[src/rtl/des_round_sched.sv]
// -----------------------------------------------------------------------------
// des_round_sched
//
// Round scheduler for the DES key schedule. A 64-bit key and an
// encrypt/decrypt mode are accepted through a valid/ready handshake. The block
// then drives the round index into the combinational key-schedule block for 16
// rounds: ascending when encrypting, descending when decrypting. Each returned
// 48-bit subkey is registered, tagged with its Feistel round number (1..16) and
// presented to the round datapath. Completion is reported through an output
// valid/ready handshake.
//
// Ports
//   i_clk           clock, all state updates on the rising edge
//   i_rst           synchronous active-high reset
//   i_in_valid      request valid
//   o_in_ready      request accepted when i_in_valid & o_in_ready (IDLE only)
//   i_in_key        64-bit DES key (with parity bits), sampled on accept
//   i_in_decrypt    0 = encrypt, 1 = decrypt, sampled on accept
//   o_ks_key        latched key driven to the key-schedule block
//   o_ks_cnt        round index driven to the key-schedule block (0 when idle)
//   i_ks_round_key  subkey returned combinationally for o_ks_cnt
//   i_stall         datapath backpressure, freezes sequencing in RUN/DRAIN
//   o_rk            registered subkey
//   o_rk_valid      o_rk valid this cycle
//   o_rk_round      Feistel round number that o_rk belongs to
//   o_rk_last       high with o_rk_valid for round 16
//   o_busy          any state other than IDLE
//   o_out_valid     operation complete
//   i_out_ready     completion acknowledged when o_out_valid & i_out_ready
//   i_abort         synchronous cancel, highest priority after reset
// -----------------------------------------------------------------------------
module des_round_sched (
  input  logic        i_clk,
  input  logic        i_rst,
  input  logic        i_in_valid,
  output logic        o_in_ready,
  input  logic [63:0] i_in_key,
  input  logic        i_in_decrypt,
  output logic [63:0] o_ks_key,
  output logic [4:0]  o_ks_cnt,
  input  logic [47:0] i_ks_round_key,
  input  logic        i_stall,
  output logic [47:0] o_rk,
  output logic        o_rk_valid,
  output logic [4:0]  o_rk_round,
  output logic        o_rk_last,
  output logic        o_busy,
  output logic        o_out_valid,
  input  logic        i_out_ready,
  input  logic        i_abort
);

  typedef enum logic [1:0] {
    S_IDLE  = 2'd0,
    S_RUN   = 2'd1,
    S_DRAIN = 2'd2,
    S_DONE  = 2'd3
  } state_t;

  state_t      r_state;
  state_t      w_state_nxt;
  logic [63:0] r_key;
  logic        r_mode;
  logic [4:0]  r_cnt;
  logic [47:0] r_rk;
  logic        r_rk_valid;
  logic [4:0]  r_rk_round;
  logic        r_rk_last;
  logic [4:0]  w_ks_cnt;

  // State register.
  always_ff @(posedge i_clk) begin
    if (i_rst) begin
      r_state <= S_IDLE;
    end else begin
      r_state <= w_state_nxt;
    end
  end

  // Next-state decode; abort overrides every other condition.
  always_comb begin
    w_state_nxt = r_state;
    if (i_abort) begin
      w_state_nxt = S_IDLE;
    end else begin
      case (r_state)
        S_IDLE: begin
          if (i_in_valid) begin
            w_state_nxt = S_RUN;
          end else begin
            w_state_nxt = S_IDLE;
          end
        end
        S_RUN: begin
          if (i_stall) begin
            w_state_nxt = S_RUN;
          end else if (r_cnt == 5'd16) begin
            w_state_nxt = S_DRAIN;
          end else begin
            w_state_nxt = S_RUN;
          end
        end
        S_DRAIN: begin
          if (i_stall) begin
            w_state_nxt = S_DRAIN;
          end else begin
            w_state_nxt = S_DONE;
          end
        end
        S_DONE: begin
          // Backpressure from the datapath has no meaning once all subkeys
          // have been delivered, so only the completion handshake matters.
          if (i_out_ready) begin
            w_state_nxt = S_IDLE;
          end else begin
            w_state_nxt = S_DONE;
          end
        end
        default: begin
          w_state_nxt = S_IDLE;
        end
      endcase
    end
  end

  // Key/mode capture, round counter and registered subkey output.
  always_ff @(posedge i_clk) begin
    if (i_rst) begin
      r_key      <= 64'd0;
      r_mode     <= 1'b0;
      r_cnt      <= 5'd1;
      r_rk       <= 48'd0;
      r_rk_valid <= 1'b0;
      r_rk_round <= 5'd0;
      r_rk_last  <= 1'b0;
    end else if (i_abort) begin
      // The key stays latched; a request offered alongside abort is dropped.
      r_cnt      <= 5'd1;
      r_rk_valid <= 1'b0;
      r_rk_last  <= 1'b0;
    end else begin
      case (r_state)
        S_IDLE: begin
          if (i_in_valid) begin
            r_key  <= i_in_key;
            r_mode <= i_in_decrypt;
            r_cnt  <= 5'd1;
          end
        end
        S_RUN: begin
          if (!i_stall) begin
            r_rk       <= i_ks_round_key;
            r_rk_round <= r_cnt;
            r_rk_valid <= 1'b1;
            r_rk_last  <= (r_cnt == 5'd16);
            // Counter parks at 16 on the final round; accept reloads it.
            if (r_cnt != 5'd16) begin
              r_cnt <= r_cnt + 5'd1;
            end
          end
        end
        S_DRAIN: begin
          if (!i_stall) begin
            r_rk_valid <= 1'b0;
            r_rk_last  <= 1'b0;
          end
        end
        default: begin
        end
      endcase
    end
  end

  // Round index for the key schedule: mirrored for decryption, 0 outside RUN.
  always_comb begin
    w_ks_cnt = 5'd0;
    if (r_state == S_RUN) begin
      if (r_mode) begin
        w_ks_cnt = 5'd17 - r_cnt;
      end else begin
        w_ks_cnt = r_cnt;
      end
    end else begin
      w_ks_cnt = 5'd0;
    end
  end

  assign o_in_ready  = (r_state == S_IDLE);
  assign o_busy      = (r_state != S_IDLE);
  assign o_out_valid = (r_state == S_DONE);
  assign o_ks_key    = r_key;
  assign o_ks_cnt    = w_ks_cnt;
  assign o_rk        = r_rk;
  assign o_rk_valid  = r_rk_valid;
  assign o_rk_round  = r_rk_round;
  assign o_rk_last   = r_rk_last;

endmodule
[config.mk]
export PLATFORM = sky130hd
export DESIGN_NAME = des_round_sched
export DESIGN_NICKNAME = d
export VERILOG_FILES = /design/src/rtl/des_round_sched.sv
export SDC_FILE = /design/constraint.sdc
export NUM_CORES = 1
export LEC_CHECK = 0
export ABC_AREA = 1
export CAP_MARGIN = 20
export CORE_ASPECT_RATIO = 1.1
export CORE_MARGIN = 3
export CORE_UTILIZATION = 43
export CTS_BUF_LIST = sky130_fd_sc_hd__clkbuf_16
export DETAILED_ROUTE_END_ITERATION = 8
export GPL_TIMING_DRIVEN = 0
export MAX_ROUTING_LAYER = met4
export PLACE_DENSITY_LB_ADDON = 0.08
export SLEW_MARGIN = 30
export SYNTH_ARGS = -nofsm -noshare
export SYNTH_HDL_FRONTEND = slang
export SYNTH_SLANG_ARGS = --single-unit
[constraint.sdc]
create_clock -name i_clk -period 2.3 [get_ports i_clk]
set_clock_uncertainty 0.2 [all_clocks]
set_input_delay 0.46 -clock i_clk [delete_from_list [all_inputs] [get_ports i_clk]]
set_output_delay 0.46 -clock i_clk [all_outputs]
set_load 0.03 [all_outputs]
==> results of run 1 <==
-- what timing repair did --
action,4_1_cts,5_1_grt
endpoints found under the setup margin,8,3
buffers inserted,0,3
gates resized for setup,31,5
gates cloned,0,0
pin swaps,1,1
-- logic make-up after synthesis --
logic type,Yosys count,synth area share
AOI/OAI and AO/OA,134,0.141
and+or+nand+nor,290,0.239
DFF,127,0.536
xor gates and xnor gates,1,0.00185
buffers and inverters,59,0.0714
adders and majority gates,4,0.0105
-- power groups by stage --
stage / Sequential, W / Combinational (W) / Clock, W
6_report: 0.00237 / 0.000977 / 0.00238
3_5_place_dp: 0.00242 / 0.000975 / 0
4_1_cts: 0.00238 / 0.000981 / 0.00242
2_1_floorplan: 0.00262 / 0.000262 / 0
5_1_grt: 0.00239 / 0.00105 / 0.00253
3_3_place_gp: 0.00241 / 0.000960 / 0
-- metrics by stage --
stage	cell area (sq um)	util	setup TNS, ps	total power (W)
2_1_floorplan	4750	-	0	0.00289
3_3_place_gp	7380	0.697	-2130	0.00337
3_5_place_dp	7380	0.697	-2670	0.00339
4_1_cts	7900	0.746	-5.17	0.00578
5_1_grt	7920	0.748	0	0.00596
6_report	7920	0.748	0	0.00574
-- cell usage after synthesis (2+ instances only) --
| library cell | count | area [sq um] |
|---|---|---|
| dfxtp_1 | 127 | 2540 |
| nor2_1 | 254 | 953 |
| inv_2 | 4 | 15.0 |
| clkbuf_1 | 14 | 52.6 |
| buf_2 | 6 | 30.0 |
| a21oi_1 | 9 | 45.0 |
| nand2_2 | 2 | 12.5 |
| o21ai_1 | 9 | 45.0 |
| nand2_1 | 18 | 67.6 |
| buf_4 | 5 | 37.5 |
| nor2_4 | 2 | 22.5 |
| o21ai_0 | 116 | 581 |
| buf_6 | 12 | 135 |
| ha_1 | 4 | 50.1 |
| inv_1 | 16 | 60.1 |
| nand3_1 | 11 | 55.1 |
-- metal layers --
metal / routed length [um] / vias up / share of wire
met2: 7860 / 220 / 0.50
met5: 0 / - / 0
met4: 320 / 0 / 0.020
met3: 1420 / 24 / 0.091
met1: 6010 / 2312 / 0.38
li1: - / 2496 / -
-- worst max-delay path by stage --
stage / endpoint / slack (ps) / cells past startpoint
finish: o_ks_cnt[2] / 80 / 5
global route: o_ks_cnt[4] / 20 / 6
CTS: o_ks_cnt[3] / -5 / 7
detailed placement: o_ks_cnt[3] / -190 / 7
global placement: o_ks_cnt[3] / -130 / 7
floorplan: o_ks_cnt[3] / 270 / 6
-- cell type report --
type	instances	area share
buffer	37	0.0322
inverter	21	0.00995
clock inverter	14	0.0131
timing repair buffer	248	0.310
multi-input combinational	429	0.236
sequential	127	0.322
tap	143	0.0226
clock buffer	17	0.0537
-- sequential cells by signal, summed over array words and instances (netlist names) --
register,cells
r_state,2
o_rk_round,5
r_mode,1
r_cnt,5
o_rk,48
o_ks_key,64
o_rk_valid,1
o_rk_last,1
-- critical path: cells and delay by family, from the launching register on --
family	cells	cell delay (ps)
flops	1	380
fa+ha+maj	1	300
buf+inv	2	250
compound gates	2	230
==> impl_metrics.env, run 1 <==
export IMPL_finalCritPeriodShare=0.966
export IMPL_synth_area_sq_mm=0.00475
export IMPL_required_ps=1640
export IMPL_layout_commonest_cell="nor2_1"
export IMPL_grt_busiest_layer="met2"
export IMPL_r2r_cells=10
export IMPL_clockRootBuffer="clkbuf_16"
export IMPL_core_sq_mm=0.0106
export IMPL_internal_power_w=0.00423
export IMPL_synth_fp_nets=738
export IMPL_cts_tree="done"
export IMPL_met2_usage=0.443
export IMPL_ys_seq_area_frac=0.536
export IMPL_fin_cells=1036
export IMPL_num_vias=5052
export IMPL_cts_htree_levels=4
export IMPL_drive_above_1_share=0.0817
export IMPL_syn2layout_area_growth_pct=66.9
export IMPL_critPathArrivalTime_ps=1560
export IMPL_first_pass_iters=5
export IMPL_grt_pass1_wl_um=24500
export IMPL_swShare=0.263
export IMPL_seqCellArea_sq_mm=0.00255
export IMPL_cts_clk_slew_worst_paths_ps=50
export IMPL_nNetsFinal=1004
export IMPL_grt_met1_usage=0.280
export IMPL_ir_worst_vdd_uv=502
export IMPL_synthFlopType="dfxtp_1"
export IMPL_ctsHoldBuffers=0
export IMPL_ant_nets=0
export IMPL_hold_depth=2
export IMPL_antenna_found_initial=0
export IMPL_yosysWarnings=0
export IMPL_synthArstFlopShare=0
export IMPL_multi_input_area_sq_mm=0.00187
export IMPL_layout_common_cells="nor2_1 (253), clkdlybuf4s50_1 (237), dfxtp_1 (124), o21ai_0 (116), nand2_1 (18)"
export IMPL_grt_max_degree=17
export IMPL_cpPeakStageDelay_ps=380
export IMPL_fmax_mhz=450
export IMPL_power_frac_seq=0.414
export IMPL_crit_type="flop to output pin"
export IMPL_slew_violations=0
export IMPL_gr_usage_all_layers=0.260
export IMPL_min_period_ps=2220
export IMPL_slew_headroom=0.715
export IMPL_cts_made_buffers=17
export IMPL_power_leakage_nw=3.21
export IMPL_insertion_delay_ps=410
export IMPL_grt_pass1_vias=5088
export IMPL_cts_num_sinks=127
export IMPL_overflow=0
export IMPL_ys_types=22
export IMPL_fill_cells=809
export IMPL_syn_avg_cell_area_sq_um=7.72
export IMPL_dpl_cell_count=1003
export IMPL_ff2ff_setup_slack_ps=490
export IMPL_hpwl_um=11700
export IMPL_syn_instance_count=615
export IMPL_synth_edf_count=0
export IMPL_drc_errors=0
export IMPL_initial_utilization=0.448
export IMPL_die_area_sq_mm=0.0123
export IMPL_hold_slack_ps=276
export IMPL_finalSetupViolations=0
export IMPL_viasPerCell=4.88
export IMPL_tightest_slew_ps=424
export IMPL_worst_setup_path_end_kind="output pin"
export IMPL_routed_wl_um=15600
export IMPL_run_status="finished clean"
export IMPL_r2r_start="r_cnt[0]$_SDFFE_PP1P_"
export IMPL_hold_class="flop to flop"
export IMPL_dieWidth_um=106
export IMPL_rsz0062_at_grt="no"
export IMPL_p_clk_frac=0.416
export IMPL_gp_congestion=0.847
export IMPL_timing_final_ws_setup_ps=78.9
export IMPL_crit_start="r_cnt[2]$_SDFFE_PP0P_"
export IMPL_rows=39
export IMPL_worstPathMaxFanout=7
export IMPL_pin_count=246
export IMPL_synth_seq_cells=127
export IMPL_switchingPower_w=0.00151
export IMPL_cp_cell_sequence="inv_1 -> ha_2 -> o21ai_0 -> a21oi_1 -> buf_4"
export IMPL_min_from="o_rk[40]$_SDFFE_PP0P_"
export IMPL_drtIter0Drc=279
export IMPL_cap_violations=0
export IMPL_p_comb_frac=0.170
export IMPL_hold_violations=0
export IMPL_portBuffers=245
export IMPL_wl_per_cell_um=15.1
export IMPL_hold_end="o_rk[40]$_SDFFE_PP0P_"
export IMPL_post_place_ws_ps=-191
export IMPL_antenna_cells=0
export IMPL_cpMaxStageDelayCell="dfxtp_4"
export IMPL_ctsLongestPathBuffers=2
export IMPL_p_per_area_mw_per_mm2=724
export IMPL_met3_usage=0.0912
export IMPL_reg2reg_to="r_cnt[1]$_SDFFE_PP0P_"
export IMPL_cp_start_kind="flop"
export IMPL_die_height_um=116
Note: power is estimated with default switching activity, not from simulation.
==> run 2, diff against run 1 <==
--- a/config.mk
+++ b/config.mk
@@ -15,6 +15,7 @@
 export GPL_TIMING_DRIVEN = 0
 export MAX_ROUTING_LAYER = met4
 export PLACE_DENSITY_LB_ADDON = 0.08
+export SKIP_LAST_GASP = 1
 export SLEW_MARGIN = 30
 export SYNTH_ARGS = -nofsm -noshare
 export SYNTH_HDL_FRONTEND = slang
==> impl_metrics.env, run 2 (synthesized netlist as in run 1, its figures left out) <==
export IMPL_cts_num_sinks=127
export IMPL_viasPerCell=4.86
export IMPL_required_ps=1640
export IMPL_power_leakage_nw=3.20
export IMPL_run_status="finished clean"
export IMPL_fin_cells=1034
export IMPL_layout_common_cells="nor2_1 (253), clkdlybuf4s50_1 (237), dfxtp_1 (124), o21ai_0 (116), nand2_1 (18)"
export IMPL_crit_type="flop to output pin"
export IMPL_antenna_cells=0
export IMPL_slew_violations=0
export IMPL_grt_max_degree=17
export IMPL_gr_usage_all_layers=0.260
export IMPL_finalSetupViolations=0
export IMPL_total_power_w=0.00573
export IMPL_syn2layout_area_growth_pct=66.5
export IMPL_rows=39
export IMPL_dieWidth_um=106
export IMPL_core_sq_mm=0.0106
export IMPL_slew_headroom=0.724
export IMPL_cp_start_kind="flop"
export IMPL_hpwl_um=11700
export IMPL_ir_worst_vdd_uv=496
export IMPL_critPathArrivalTime_ps=1550
export IMPL_ctsLongestPathBuffers=2
export IMPL_rsz0062_at_grt="no"
export IMPL_fill_cells=812
export IMPL_ctsHoldBuffers=0
export IMPL_pin_count=246
export IMPL_routed_wl_um=15500
export IMPL_cts_made_buffers=17
export IMPL_hold_class="flop to flop"
export IMPL_initial_utilization=0.448
export IMPL_met1_length_um=6040
export IMPL_hold_violations=0
export IMPL_insertion_delay_ps=410
export IMPL_ant_nets=0
export IMPL_wl_per_cell_um=15.0
export IMPL_gp_congestion=0.847
export IMPL_worstPathMaxFanout=8
export IMPL_dr_wl_met3_um=1370
export IMPL_grt_pass1_vias=5088
export IMPL_clockRootBuffer="clkbuf_16"
export IMPL_dpl_cell_count=1003
export IMPL_tightest_slew_ps=415
export IMPL_cap_violations=0
export IMPL_largest_reg_flops=64
export IMPL_overflow=0
export IMPL_drtIter0Drc=270
export IMPL_portBuffers=245
export IMPL_fmax_mhz=452
export IMPL_cts_clk_slew_worst_paths_ps=50
export IMPL_multi_input_area_sq_mm=0.00187
export IMPL_cts_htree_levels=4
export IMPL_nNetsFinal=1002
export IMPL_die_height_um=116
export IMPL_p_per_area_mw_per_mm2=725
export IMPL_dr_wl_met2_um=7850
export IMPL_grt_pass1_wl_um=24500
export IMPL_finalCritPeriodShare=0.963
export IMPL_drc_errors=0
export IMPL_num_vias=5026
export IMPL_worst_setup_path_end_kind="output pin"
export IMPL_final_setup_tns_ps=0
export IMPL_cts_tree="done"
export IMPL_top_layer="met4"
export IMPL_min_period_ps=2210
export IMPL_seqCellArea_sq_mm=0.00255
export IMPL_layout_commonest_cell="nor2_1"
export IMPL_drive_above_1_share=0.0786
export IMPL_die_area_sq_mm=0.0123
export IMPL_antenna_found_initial=0
export IMPL_first_pass_iters=4
[run 2: cell count changes in the layout (fill, tap and decap cells not counted), sizes merged]
cell,before,now
buf,30,28
[run 2: what timing repair did]
| item | CTS | global route |
|---|---|---|
| setup endpoints to repair | 8 | 4 |
| pin swaps | 0 | 1 |
| setup buffers | 0 | 1 |
| resized for setup | 28 | 8 |
[run 2: worst max-delay path, stage by stage (launching register included)]
cell and delay, ps:
dfxtp_4 390, inv_1 70, ha_1 190, nor2_2 100, o21ai_0 80, a21oi_1 150
buf_4 180
[run 2: per-stage QoR]
| stage | area (sq um) | util | hold WS, ps | worst slack (ps) |
|---|---|---|---|---|
| 3_3_place_gp | 7380 | 0.697 | 262 | -125 |
| 4_1_cts | 7900 | 0.746 | 281 | -97.3 |
| 2_1_floorplan | 4750 | - | 319 | 267 |
| 3_5_place_dp | 7380 | 0.697 | 269 | -191 |
| 6_report | 7910 | 0.747 | 276 | 85.9 |
| 5_1_grt | 7910 | 0.747 | 305 | 2.43 |
[run 2: power breakdown]
group / internal [W] / switching, W
registers: 0.00231 / 0.0000611
clock network: 0.00145 / 0.000930
logic: 0.000464 / 0.000512
[run 2: per-layer routing]
layer  up-vias  track usage
met2       216        0.443
met1      2299        0.280
met4         0       0.0993
met3        18       0.0912
li1       2493            -
met5         -            -
[run 2: area by class of cell]
cell class | instances | area share
Clock inverter | 14 | 0.0131
Tap cell | 143 | 0.0226
Sequential cell | 127 | 0.323
Buffer | 37 | 0.0323
Timing Repair Buffer | 246 | 0.309
Multi-Input combinational cell | 429 | 0.236
Clock buffer | 17 | 0.0538
Inverter | 21 | 0.00997
[run 2: worst paths after layout]
check | from | to | slack [ps] | cells after the start
max reg2reg | r_cnt[0]$_SDFFE_PP1P_ | r_cnt[1]$_SDFFE_PP0P_ | 490 | 10
min | o_rk[40]$_SDFFE_PP0P_ | o_rk[40]$_SDFFE_PP0P_ | 280 | 2
max | r_cnt[2]$_SDFFE_PP0P_ | o_ks_cnt[3] | 90 | 6
min reg2reg | o_rk[40]$_SDFFE_PP0P_ | o_rk[40]$_SDFFE_PP0P_ | 280 | 2
